File: src/rtl/muldiv_hilo_unit.sv
// muldiv_hilo_unit: iterative multiply/divide unit with private HI/LO registers.
// MULT/MULTU/DIV/DIVU run one radix-2 step per clock for WIDTH clocks, then a
// final sign-fix clock writes HI/LO and pulses done. MTHI/MTLO write directly
// from IDLE. flush cancels an operation in flight without touching HI/LO.
module muldiv_hilo_unit #(
  parameter int WIDTH = 32
) (
  input  logic             clk,
  input  logic             resetn,
  input  logic             start,
  input  logic [2:0]       op,
  input  logic [WIDTH-1:0] a,
  input  logic [WIDTH-1:0] b,
  input  logic             flush,
  output logic             busy,
  output logic             done,
  output logic [WIDTH-1:0] hi,
  output logic [WIDTH-1:0] lo
);

  localparam int CW = $clog2(WIDTH) + 1;

  typedef enum logic [1:0] {
    IDLE = 2'd0,
    CALC = 2'd1,
    SIGN = 2'd2
  } state_t;

  state_t           state_r;
  logic             busy_r;
  logic             done_r;
  logic [WIDTH-1:0] hi_r;
  logic [WIDTH-1:0] lo_r;

  // Operation context captured at acceptance.
  logic             is_div_r;
  logic             neg_res_r;
  logic             neg_rem_r;
  logic             div_zero_r;
  logic [WIDTH-1:0] opa_r;
  logic [WIDTH-1:0] opb_r;
  logic [WIDTH-1:0] orig_a_r;
  logic [CW-1:0]    count_r;

  // Shared accumulator pair: for multiply {acc_hi,acc_lo} is the shifting
  // product (multiplier starts in acc_lo); for divide acc_hi is the partial
  // remainder and acc_lo shifts the dividend out while quotient bits shift in.
  logic [WIDTH-1:0] acc_hi_r;
  logic [WIDTH-1:0] acc_lo_r;

  logic             signed_op_s;
  logic [WIDTH-1:0] abs_a_s;
  logic [WIDTH-1:0] abs_b_s;
  logic [WIDTH:0]   mul_sum_s;
  logic [WIDTH:0]   div_sh_s;
  logic             div_ge_s;
  logic [WIDTH-1:0] div_sub_s;
  logic [WIDTH-1:0] step_hi_s;
  logic [WIDTH-1:0] step_lo_s;
  logic [2*WIDTH-1:0] prod_s;
  logic [2*WIDTH-1:0] prod_fix_s;
  logic [WIDTH-1:0] quot_fix_s;
  logic [WIDTH-1:0] rem_fix_s;

  assign busy = busy_r;
  assign done = done_r;
  assign hi   = hi_r;
  assign lo   = lo_r;

  // Operand conditioning: signed ops iterate on magnitudes.
  always_comb begin
    signed_op_s = (op == 3'd0) || (op == 3'd2);
    abs_a_s     = a;
    abs_b_s     = b;
    if (signed_op_s && a[WIDTH-1]) begin
      abs_a_s = {WIDTH{1'b0}} - a;
    end else begin
      abs_a_s = a;
    end
    if (signed_op_s && b[WIDTH-1]) begin
      abs_b_s = {WIDTH{1'b0}} - b;
    end else begin
      abs_b_s = b;
    end
  end

  // One radix-2 step: shift-add for multiply, restoring subtract for divide.
  always_comb begin
    mul_sum_s = {1'b0, acc_hi_r} + (acc_lo_r[0] ? {1'b0, opa_r} : {(WIDTH+1){1'b0}});
    div_sh_s  = {acc_hi_r, acc_lo_r[WIDTH-1]};
    div_ge_s  = (div_sh_s >= {1'b0, opb_r});
    div_sub_s = div_sh_s[WIDTH-1:0] - opb_r;
    step_hi_s = acc_hi_r;
    step_lo_s = acc_lo_r;
    if (is_div_r) begin
      if (div_ge_s) begin
        step_hi_s = div_sub_s;
        step_lo_s = {acc_lo_r[WIDTH-2:0], 1'b1};
      end else begin
        step_hi_s = div_sh_s[WIDTH-1:0];
        step_lo_s = {acc_lo_r[WIDTH-2:0], 1'b0};
      end
    end else begin
      step_hi_s = mul_sum_s[WIDTH:1];
      step_lo_s = {mul_sum_s[0], acc_lo_r[WIDTH-1:1]};
    end
  end

  // Final sign correction of the magnitude results.
  always_comb begin
    prod_s     = {acc_hi_r, acc_lo_r};
    prod_fix_s = prod_s;
    quot_fix_s = acc_lo_r;
    rem_fix_s  = acc_hi_r;
    if (neg_res_r) begin
      prod_fix_s = {(2*WIDTH){1'b0}} - prod_s;
      quot_fix_s = {WIDTH{1'b0}} - acc_lo_r;
    end else begin
      prod_fix_s = prod_s;
      quot_fix_s = acc_lo_r;
    end
    if (neg_rem_r) begin
      rem_fix_s = {WIDTH{1'b0}} - acc_hi_r;
    end else begin
      rem_fix_s = acc_hi_r;
    end
  end

  // Control FSM with registered busy/done/HI/LO; reset beats flush beats start.
  always_ff @(posedge clk) begin
    if (!resetn) begin
      state_r    <= IDLE;
      busy_r     <= 1'b0;
      done_r     <= 1'b0;
      hi_r       <= {WIDTH{1'b0}};
      lo_r       <= {WIDTH{1'b0}};
      is_div_r   <= 1'b0;
      neg_res_r  <= 1'b0;
      neg_rem_r  <= 1'b0;
      div_zero_r <= 1'b0;
      opa_r      <= {WIDTH{1'b0}};
      opb_r      <= {WIDTH{1'b0}};
      orig_a_r   <= {WIDTH{1'b0}};
      acc_hi_r   <= {WIDTH{1'b0}};
      acc_lo_r   <= {WIDTH{1'b0}};
      count_r    <= {CW{1'b0}};
    end else begin
      done_r <= 1'b0;
      if (flush) begin
        state_r <= IDLE;
        busy_r  <= 1'b0;
      end else begin
        case (state_r)
          IDLE: begin
            if (start) begin
              case (op)
                3'd0, 3'd1, 3'd2, 3'd3: begin
                  opa_r      <= abs_a_s;
                  opb_r      <= abs_b_s;
                  orig_a_r   <= a;
                  is_div_r   <= op[1];
                  neg_res_r  <= signed_op_s && (a[WIDTH-1] ^ b[WIDTH-1]);
                  neg_rem_r  <= signed_op_s && a[WIDTH-1];
                  div_zero_r <= (b == {WIDTH{1'b0}});
                  acc_hi_r   <= {WIDTH{1'b0}};
                  acc_lo_r   <= op[1] ? abs_a_s : abs_b_s;
                  count_r    <= {CW{1'b0}};
                  state_r    <= CALC;
                  busy_r     <= 1'b1;
                end
                3'd4:    hi_r <= a;
                3'd5:    lo_r <= a;
                default: state_r <= IDLE;
              endcase
            end
          end
          CALC: begin
            acc_hi_r <= step_hi_s;
            acc_lo_r <= step_lo_s;
            count_r  <= count_r + {{(CW-1){1'b0}}, 1'b1};
            if (count_r == CW'(WIDTH - 1)) begin
              state_r <= SIGN;
            end
          end
          SIGN: begin
            if (is_div_r) begin
              if (div_zero_r) begin
                hi_r <= orig_a_r;
                lo_r <= {WIDTH{1'b1}};
              end else begin
                hi_r <= rem_fix_s;
                lo_r <= quot_fix_s;
              end
            end else begin
              hi_r <= prod_fix_s[2*WIDTH-1:WIDTH];
              lo_r <= prod_fix_s[WIDTH-1:0];
            end
            done_r  <= 1'b1;
            busy_r  <= 1'b0;
            state_r <= IDLE;
          end
          default: begin
            state_r <= IDLE;
            busy_r  <= 1'b0;
          end
        endcase
      end
    end
  end

endmodule

File: config.mk
export PLATFORM = sky130hd
export DESIGN_NAME = muldiv_hilo_unit
export DESIGN_NICKNAME = d
export VERILOG_FILES = /design/src/rtl/muldiv_hilo_unit.sv
export SDC_FILE = /design/constraint.sdc
export NUM_CORES = 1
export LEC_CHECK = 0
export CORE_AREA = 2 2 183 185
export DETAILED_ROUTE_END_ITERATION = 7
export DIE_AREA = 0 0 185 187
export PLACE_DENSITY_LB_ADDON = 0.12
export RECOVER_POWER = 25
export REMOVE_ABC_BUFFERS = 1
export SLEW_MARGIN = 20
export SYNTH_ARGS = -nofsm -noshare
export SYNTH_HDL_FRONTEND = slang
export SYNTH_SLANG_ARGS = --single-unit
File: constraint.sdc
create_clock -name clk -period 3.8 [get_ports clk]
set_input_delay 0.38 -clock clk [delete_from_list [all_inputs] [get_ports clk]]
set_output_delay 0.38 -clock clk [all_outputs]
set_load 0.01 [all_outputs]
==> out/results.ini <==
[sta]
slew_headroom=-0.3110
final-hold-violation-count=0
setup_slack_ps=143.3
finClkSkew_ps=13.42
final.period_utilization=0.9623
final_max_slew_viol_count=97
rsz0062_at_grt=false
max_freq_mhz=273.5
tns_ps=0
fin_crit_ps=3657
setup_viol=0
tightest_slew_ps=1953

[logic_synthesis]
yosys.area.top_type=dfxtp_1
synth_cells=2429
syn_avg_cell_area_um2=7.288
synth_most_common_cell=nand2_1
synth_seq_area_share=0.2680
synth_cell_types=77
synthArstFlopShare=0
synth_commonest_cells=267 x nand2_1, 258 x nor2_1, 238 x a21oi_1
ys_ff_latch=237
synth_top_area_frac=0.2680
synth_flop_cell=dfxtp_1
synth-edff-count=0
ys_top_cells_by_area=dfxtp_1 27%, a21oi_1 6.7%, nand2_1 5.7%, xnor2_1 5.6%, nor2_1 5.5%
yosysWarningCount=0
netlist_area_um2=17700

[global_route]
top_usage_layer=met2
met3_usage=0.06386
gr-usage-met2=0.6240
grt_use_total=0.3975
grt_pass1_wl_mm=106.2
grt_max_degree=163
grt_pass1_vias=18220
antenna_found_initial=1
grt_overflow_total=0
grtUsageMet1=0.5287

[critical_path]
critPathKind=reg2reg
path_cells=inv_1 -> ha_1 -> inv_1 -> fa_1 -> a211oi_2 -> o211a_1 -> nor3_1 -> a211o_1 -> a2111oi_1 -> buf_4 -> xnor2_1 -> nor3_1 -> a31oi_1 -> o211ai_1
reg2reg_slack_ps=140
path_buf_inv=3
r2r.worst_path.cells=14
critPathArrivalTime_ps=4090
critical-path-max-stage-delay_ps=680
critPathLaunchType=flip-flop
rr_endpoint=acc_hi_r[28]
cp-end-kind=flip-flop
worst-path-max-fanout=3
crit_required_ps=4240
regToRegStartpoint=acc_lo_r[31]
cp_slowest_cell=a2111oi_1
critical_path.top_delay_family=compound AO/OA/AOI/OAI gates

[run_status]
status=complete, but fails checks
failed_checks=max-capacitance violations, max-slew violations

[clock_network]
clk_latency_ps=580
path_clk_slew_ps=60
h-tree-depth=1
cts_buffers=27
clkSinkCount=237
ctsHoldBuffers=0
cts_resized=0
clk_path_buf_depth=3
cts_tree=done
cts_setup_buffers=0
cts-root-buf=clkbuf_16

[job]
maxCapViolations=2

[drt]
wl_per_cell_um=23.83
drc=0
viasPerCell=6.536
dr.pass1.iters=6
vias=19460
routed_wl_mm=70.94
drtAntennaViolNets=0
drt_iter0_markers=2533

[power_and_ir_drop]
power.leakage_nw=8.230
p_per_area_nw_per_um2=324.4
pwr-share-clk=0.393
combPwrFrac=0.208
ir_drop_mv=0.3351
swShare=0.3145
internal_power_mw=4.605
total_power_mw=6.717
p_seq_frac=0.399
power.net_switching_mw=2.112

[die]
die_x_um=185
die_y_um=187
fp.dieArea_um2=34600
rows=67
core_area_um2=32860
initial_utilization=0.5387
io_pins=137

[worst_hold_path]
hp-class=in2reg
min_delay_path_depth=3
min_to=is_div_r
min_from=op[1]

[finish]
nFillCells=3044
syn2layout_area_growth_pct=16.96
drive_above_1_share=0.08347
layout.nets=2653
fin_cells=2977

[placement]
gp_congestion=1.046
port-buffer-count=136
pre_cts_ws_ps=152.7
dp_hpwl_mm=52.76
dp_cells=2930

state kept, by name, indices dropped and copies added (netlist names):
signal      cells
done            1
orig_a_r       31
hi             32
div_zero_r      1
opa_r          32
count_r         6
lo             32
is_div_r        1
busy            1
opb_r          32
acc_hi_r       32
acc_lo_r       32
state_r         2
neg_res_r       1
neg_rem_r       1
routing by layer:
layer,share of wire,vias up
met5,0,-
met3,0.090,246
met2,0.44,1138
met1,0.41,9184
li1,-,8889
met4,0.058,0
power groups by stage:
stage | clock (mW) | combinational [mW] | sequential (mW)
5_1_grt | 2.73 | 1.49 | 2.69
3_5_place_dp | 0 | 1.34 | 2.73
2_1_floorplan | 0 | 0.790 | 2.72
3_3_place_gp | 0 | 1.33 | 2.73
4_1_cts | 2.64 | 1.36 | 2.68
6_report | 2.64 | 1.40 | 2.68
worst max path at each step:
stage | start | end | slack (ps) | cells past startpoint
2_1_floorplan | flush | opa_r[10] | -1580 | 4
3_3_place_gp | b[5] | acc_lo_r[26] | 170 | 10
3_5_place_dp | acc_lo_r[31] | acc_hi_r[28] | 150 | 14
4_1_cts | acc_lo_r[31] | acc_hi_r[28] | 80 | 14
5_1_grt | acc_lo_r[0] | acc_hi_r[29] | 30 | 14
6_report | acc_lo_r[31] | acc_hi_r[28] | 140 | 14
cell families (layout without fill, tap and decap cells):
family,after synthesis,count (layout),synth area share
flops,237,237,0.2680
compound gates,776,776,0.2769
fa+ha+maj,71,71,0.05103
simple gates,821,821,0.2147
mux,69,69,0.03944
buf+inv,269,368,0.05796
other cells,0,1,0
xor+xnor,186,186,0.09203
cell usage in the layout, fill, tap and decap left out, types with 21 or more instances in the layout:
cell / synthesis / final
clkbuf_16: 0 / 27
nor2_1: 258 / 256
o31ai_1: 30 / 30
and2_1: 38 / 38
nor4_1: 21 / 21
nand3_1: 49 / 49
a21o_1: 29 / 29
buf_4: 0 / 121
o211ai_1: 28 / 28
ha_1: 69 / 69
nor3_1: 52 / 51
xor2_1: 72 / 72
a21oi_1: 238 / 238
o21ai_0: 171 / 170
inv_1: 60 / 59
nand2b_1: 21 / 21
nand2_1: 267 / 266
xnor2_1: 114 / 114
nand4_1: 21 / 21
a31oi_1: 30 / 29
clkdlybuf4s50_1: 0 / 67
mux2i_1: 63 / 63
a211oi_1: 88 / 87
dlygate4sd3_1: 0 / 67
o221ai_1: 30 / 30
dfxtp_1: 237 / 235
worst min-delay path, delay by kind of cell:
| family | cells | cell delay, ps |
|---|---|---|
| AOI/OAI and AO/OA | 1 | 60 |
| buffers and inverters | 1 | 210 |
| and+or+nand+nor | 1 | 100 |
stage by stage:
step                        util  hold slack, ps  instance area [um2]
after floorplan                -           431.1                16910
after global placement    0.6039           440.0                19850
after detailed placement  0.6040           443.3                19850
after CTS                 0.6304           191.3                20710
after global routing      0.6300           223.1                20700
final                     0.6301           207.5                20700
final cells by class:
cell class | instances | area (um2) | share of cell area
inverter | 61 | 231.5 | 0.01118
multi-input combinational | 1923 | 11990 | 0.5789
sequential | 237 | 4750 | 0.2294
clock inverter | 10 | 86.33 | 0.004170
clock buffer | 36 | 779.5 | 0.03765
timing repair buffer | 261 | 2308 | 0.1115
antenna | 1 | 2.502 | 0.0001209
tap | 448 | 560.5 | 0.02707
Power figures use the tool's default switching activity.
==> patch 1: new RTL, same settings <==
The 3 states of `state_t` get a one-hot encoding in 3 bits.
--- a/src/rtl/muldiv_hilo_unit.sv
+++ b/src/rtl/muldiv_hilo_unit.sv
@@ -20,10 +20,10 @@
 
   localparam int CW = $clog2(WIDTH) + 1;
 
-  typedef enum logic [1:0] {
-    IDLE = 2'd0,
-    CALC = 2'd1,
-    SIGN = 2'd2
+  typedef enum logic [2:0] {
+    IDLE = 3'b001,
+    CALC = 3'b010,
+    SIGN = 3'b100
   } state_t;
 
   state_t           state_r;
Formal check against the unedited RTL: same outputs for any inputs over 4 cycles, from zero or initial values and one cycle with resetn low; so few cycles prove little.
==> patch 1 against the unedited design <==
The run ends with DRC left; synthesized area decreased by 1.4%; setup slack better by 0.14 ns; wire length decreased by 8.3%; sequential share of layout area rose by 0.39 points; synthesized cell count is 4.6% lower; hold slack gained 0.24 ns; non-clock buffer count is 11 lower; sequential cell count increased by 1; design area down 1.3%; power is 1.4% lower; utilization decreased by 0.82 points; fmax grew 4.0%; critical path depth shrank 2; critical path type is now input pin to flip-flop; critical endpoint is now acc_lo_r[31]$_SDFFE_PN0P_; largest power group unchanged.
==> patch 1: results (changes against the unedited design) <==
status -> complete, but fails checks
failing checks -> DRC
slowest CP cell -> nor4_1
clock skew -> 0.009680 ns (-0.003745 ns)
top post-synthesis cells by area -> dfxtp_1, a21oi_1, xnor2_1, nand2_1, nor2_1
Hold Path Class -> flip-flop to flip-flop
family with the most delay on the worst path -> simple AND/OR/NAND/NOR gates
r2r worst-path depth -> 10 (-4)
Max VDD drop -> 0.3066 mV (-8.5%)
vias in the first global route -> 17,260 (-5.2%)
via count -> 18,380 (-5.6%)
Avg Cell Area, Syn -> 7.531 sq um (+3.3%)
Placed Area -> 19,570 sq um (-1.4%)
minimum clock period -> 3.517 ns (-0.1402 ns)
Max transition margin -> 9.198% (+40 points)
inverter count -> 70 (+15%)
number of fill cells -> 3,032 (-0.39%)
first-pass GRT wire length -> 99,140 um (-6.7%)
synth unique cells -> 87 (+13%)
Pleak -> 8.028 nW (-2.5%)
Synth Register Bits -> 238 (+0.42%)
Residual DRC -> 4 (+4)
sequential share of power -> 40.0% (about the same)
CP endpoint -> acc_lo_r[31]$_SDFFE_PN0P_
Final #Nets -> 2,555 (-3.7%)
gpl congestion -> 0.9936 (-5.0%)
worst-path fanout max -> 5 (+2)
Clock Latency Late Sink -> 0.55 ns (-0.03 ns)
Multi-input comb cells -> 1,827 (-5.0%)
Detail Placement HPWL -> 48,220 um (-8.6%)
pin count of the biggest net entering global routing -> 120 (-26%)
comb pwr -> 1.36 mW (-3%)
crit path from -> a[10]
First DRT Iteration DRCs -> 2,032 (-20%)
Inserted Clock Buffers -> 26 (-3.7%)
non-filler cells, final -> 2,880 (-3.3%)
worst slack, placed -> -0.1461 ns (-0.2988 ns)
diode count -> 0 (-1)
Worst Hold Margin -> 0.4505 ns (+0.2430 ns)
Seq/Total Area, Yosys -> 27.31% (+0.50 points)
GRT Util Overall -> 36.61% (-3.1 points)
Sw Pwr -> 1.982 mW (-6.2%)
r2r endpoint -> acc_hi_r[26]$_SDFFE_PN0P_
final-layout clock-cell area share -> 4.262% (+0.080 points)
Worst EP arrival -> 3.91 ns (-0.18 ns)
bufs w/o clock -> 250 (-4.2%)
worst reg2reg setup slack -> 0.28 ns (+0.14 ns)
## patch 1: cell types whose count changed in the layout (fill, tap and decap cells not counted), moves of 18 or more
cell,delta
a211oi_1,-23
mux2i_1,-24
nand3_1,-26
a222oi_1,+30
mux2_2,+24
a31oi_1,-18
## patch 1: repair_timing
item / 4_1_cts / 5_1_grt
gates resized for setup: 0 / 0
endpoints found under the setup margin: 0 / 2
setup buffers: 0 / 0
## patch 1: layer usage
metal,part of all wire [%],vias to the layer above,GRT usage [%]
li1,-,8553,-
met2,43,967,55.39
met4,4.2,0,13.80
met5,0,-,0
met3,10,174,5.685
met1,43,8682,52.29
## patch 1: logic make-up after synthesis
family / after synthesis / share of synthesized area [%]
simple gates: 756 / 20.06
compound gates: 736 / 27.69
buf+inv: 253 / 5.858
flops: 238 / 27.31
xor+xnor: 194 / 9.738
fa+ha+maj: 71 / 5.177
mux: 69 / 4.173
## patch 1: worst min-delay path by stage
stage                                         start                   endpoint  cells after the start
after floorplan              opa_r[31]$_SDFFE_PN0P_     opa_r[31]$_SDFFE_PN0P_                      2
after global placement    orig_a_r[18]$_SDFFE_PN0P_  orig_a_r[18]$_SDFFE_PN0P_                      2
after detailed placement  orig_a_r[18]$_SDFFE_PN0P_  orig_a_r[18]$_SDFFE_PN0P_                      2
after CTS                 orig_a_r[18]$_SDFFE_PN0P_  orig_a_r[18]$_SDFFE_PN0P_                      2
after global routing            lo[13]$_SDFFE_PN0P_        lo[13]$_SDFFE_PN0P_                      2
final                            lo[2]$_SDFFE_PN0P_         lo[2]$_SDFFE_PN0P_                      2
## patch 1: tightest hold or removal path: cells and delay by family (launching register included)
kind	cells	cell delay, ns
flip-flops	1	0.30
AO/OA/AOI/OAI	1	0.05
AND/OR/NAND/NOR	1	0.05
==> patch 2: new RTL, same flow settings <==
Made on the original files. The parameter `WIDTH` goes from 32 to 16.
--- a/src/rtl/muldiv_hilo_unit.sv
+++ b/src/rtl/muldiv_hilo_unit.sv
@@ -3,7 +3,7 @@
 // final sign-fix clock writes HI/LO and pulses done. MTHI/MTLO write directly
 // from IDLE. flush cancels an operation in flight without touching HI/LO.
 module muldiv_hilo_unit #(
-  parameter int WIDTH = 32
+  parameter int WIDTH = 16
 ) (
   input  logic             clk,
   input  logic             resetn,
Interface: changed (resized a, b, hi and lo); port bits go from 137 to 73. No check against the original RTL was run, so the function may have changed too.
==> patch 2 against the unedited design <==
The run still ends with capacitance limit, slew limit left; hold slack better by 0.24 ns; sequential cell count down 113; synthesized area down 50%; die area unchanged; sequential power down 49%; design area down 48%; clock skew up 0.0053 ns; wire length down 50%; via count down 54%; combinational power down 53%; sequential share of layout area about the same; power down 44%; setup slack better by 0.50 ns; highest routed layer unchanged.
==> patch 2: results (changes against the unedited design) <==
Hold Crit Depth -> 2 (-1)
Avg Cell Area, Syn -> 7.446 sq um (+2.2%)
slowest CP cell -> a2111oi_0
Total Wirelength -> 35,270 um (-50%)
grt met1 use -> 28.81% (-24 points)
H-Tree Depth -> 4 (+3)
worst reg2reg setup slack -> 0.64 ns (+0.50 ns)
Max VDD drop -> 0.2725 mV (-19%)
M2 GR Usage -> 32.58% (-30 points)
diode count -> 0 (-1)
asr flop ratio synth -> 0% (unchanged)
Detail Placement HPWL -> 26,260 um (-50%)
Pleak -> 4.029 nW (-51%)
failing checks -> capacitance limit, slew limit
vias in the first global route -> 8,712 (-52%)
r2r worst-path depth -> 9 (-5)
CP peak stage delay -> 0.58 ns (-0.10 ns)
routing usage on met3 -> 3.680% (-2.7 points)
IO Port Bufs -> 72 (-47%)
Worst EP arrival -> 3.47 ns (-0.62 ns)
non-filler cells, final -> 1,707 (-43%)
worst slack, placed -> 0.5183 ns (+0.3656 ns)
CTS max path bufs -> 2 (-1)
Hold Path Class -> flip-flop to flip-flop
pin count of the biggest net entering global routing -> 65 (-60%)
top post-synthesis cells by area -> dfxtp_1, a21oi_1, nand2_1, ha_1, xnor2_1
gpl congestion -> 0.8634 (-17%)
Inserted Clock Buffers -> 17 (-37%)
First DRT Iteration DRCs -> 841 (-67%)
commonest cells in the netlist -> nand2_1, dfxtp_1, a21oi_1
hold_sp -> opa_r[15]$_SDFFE_PN0P_
first-pass GRT wire length -> 53,890 um (-49%)
count of TritonRoute iterations in the first routing pass -> 5 (-1)
r2r endpoint -> acc_hi_r[9]$_SDFFE_PN0P_
Slew Limit Fails -> 28 (-71%)
GRT Util Overall -> 20.62% (-19 points)
Final #Nets -> 1,325 (-50%)
maxcap violations -> 1 (-1)
Max transition margin -> -10.05% (+21 points)
clock skew -> 0.01870 ns (+0.005276 ns)
Clock Latency Late Sink -> 0.44 ns (-0.14 ns)
reg-to-reg startpoint -> acc_hi_r[3]$_SDFFE_PN0P_
status -> complete, but fails checks
worst-path fanout max -> 8 (+5)
hold path endpoint -> opa_r[15]$_SDFFE_PN0P_
initial antenna violation count -> 0 (-1)
via count -> 9,021 (-54%)
layout cells sized above 1 -> 8.261% (-0.086 points)
patch 2: changes by cell type after synthesis, sizes merged, moves of 20 or more:
cell	change
o21ai	-105
nand2	-121
nor2	-146
ha	-31
nand3	-27
a21oi	-124
dfxtp	-113
xor2	-47
xnor2	-65
a211oi	-45
nor3	-20
clkbuf	-107
mux2i	-31
patch 2: through the flow:
| step | hold WS [ns] | setup TNS (ns) | instance area (sq um) | power, mW |
|---|---|---|---|---|
| finish | 0.4501 | 0 | 10820 | 3.736 |
| global route | 0.4652 | 0 | 10820 | 3.882 |
| CTS | 0.4507 | 0 | 10810 | 3.777 |
| detailed placement | 0.4422 | 0 | 10230 | 2.063 |
| global placement | 0.4388 | 0 | 10220 | 2.064 |
| floorplan | 0.4317 | -55.35 | 8583 | 1.773 |
patch 2: power breakdown:
group / internal [mW] / total [mW] / switching, mW
Combinational: 0.239 / 0.652 / 0.413
Clock: 0.946 / 1.70 / 0.754
Sequential: 1.34 / 1.38 / 0.0464
Total: 2.52 / 3.74 / 1.21
patch 2: cell families after synthesis:
| group | after synthesis | synth area share, % |
|---|---|---|
| buffers and inverters | 137 | 5.909 |
| XOR/XNOR | 74 | 7.254 |
| adder cells (fa/ha/maj) | 40 | 5.770 |
| AND/OR/NAND/NOR | 412 | 21.66 |
| flip-flops | 124 | 27.78 |
| multiplexers | 33 | 3.711 |
| AO/OA/AOI/OAI | 380 | 27.91 |
patch 2: how the worst max path moves through the flow:
stage	startpoint	to	slack, ns	cells past startpoint
finish	acc_hi_r[3]$_SDFFE_PN0P_	acc_hi_r[9]$_SDFFE_PN0P_	0.64	9
floorplan	start	div_zero_r$_SDFFE_PN0P_	-1.19	7
detailed placement	a[2]	acc_lo_r[6]$_SDFFE_PN0P_	0.52	8
CTS	acc_lo_r[0]$_SDFFE_PN0P_	acc_hi_r[11]$_SDFFE_PN0P_	0.71	11
global placement	a[2]	acc_lo_r[6]$_SDFFE_PN0P_	0.53	8
global route	acc_lo_r[0]$_SDFFE_PN0P_	acc_hi_r[13]$_SDFFE_PN0P_	0.24	9
patch 2: routing by layer:
| metal | share of wire (%) | vias to the layer above |
|---|---|---|
| met1 | 47 | 4300 |
| met3 | 4.7 | 39 |
| met4 | 1.8 | 0 |
| li1 | - | 4443 |
| met5 | 0 | - |
| met2 | 46 | 239 |
patch 2: worst max-delay path: cells and delay by family (launching register included):
kind	cells	cell delay, ns
compound gates	5	1.34
simple gates	1	0.56
flops	1	0.55
fa+ha+maj	1	0.35
buf+inv	2	0.25
patch 2: area by class of cell:
type                            count  area [sq um]
Tap cell                          448         560.5
Sequential cell                   124          2484
Multi-Input combinational cell    939          5942
Fill cell                        3629         22050
Clock buffer                       18         439.2
Timing Repair Buffer              117          1067
Clock inverter                     14         146.4
Inverter                           47         176.4
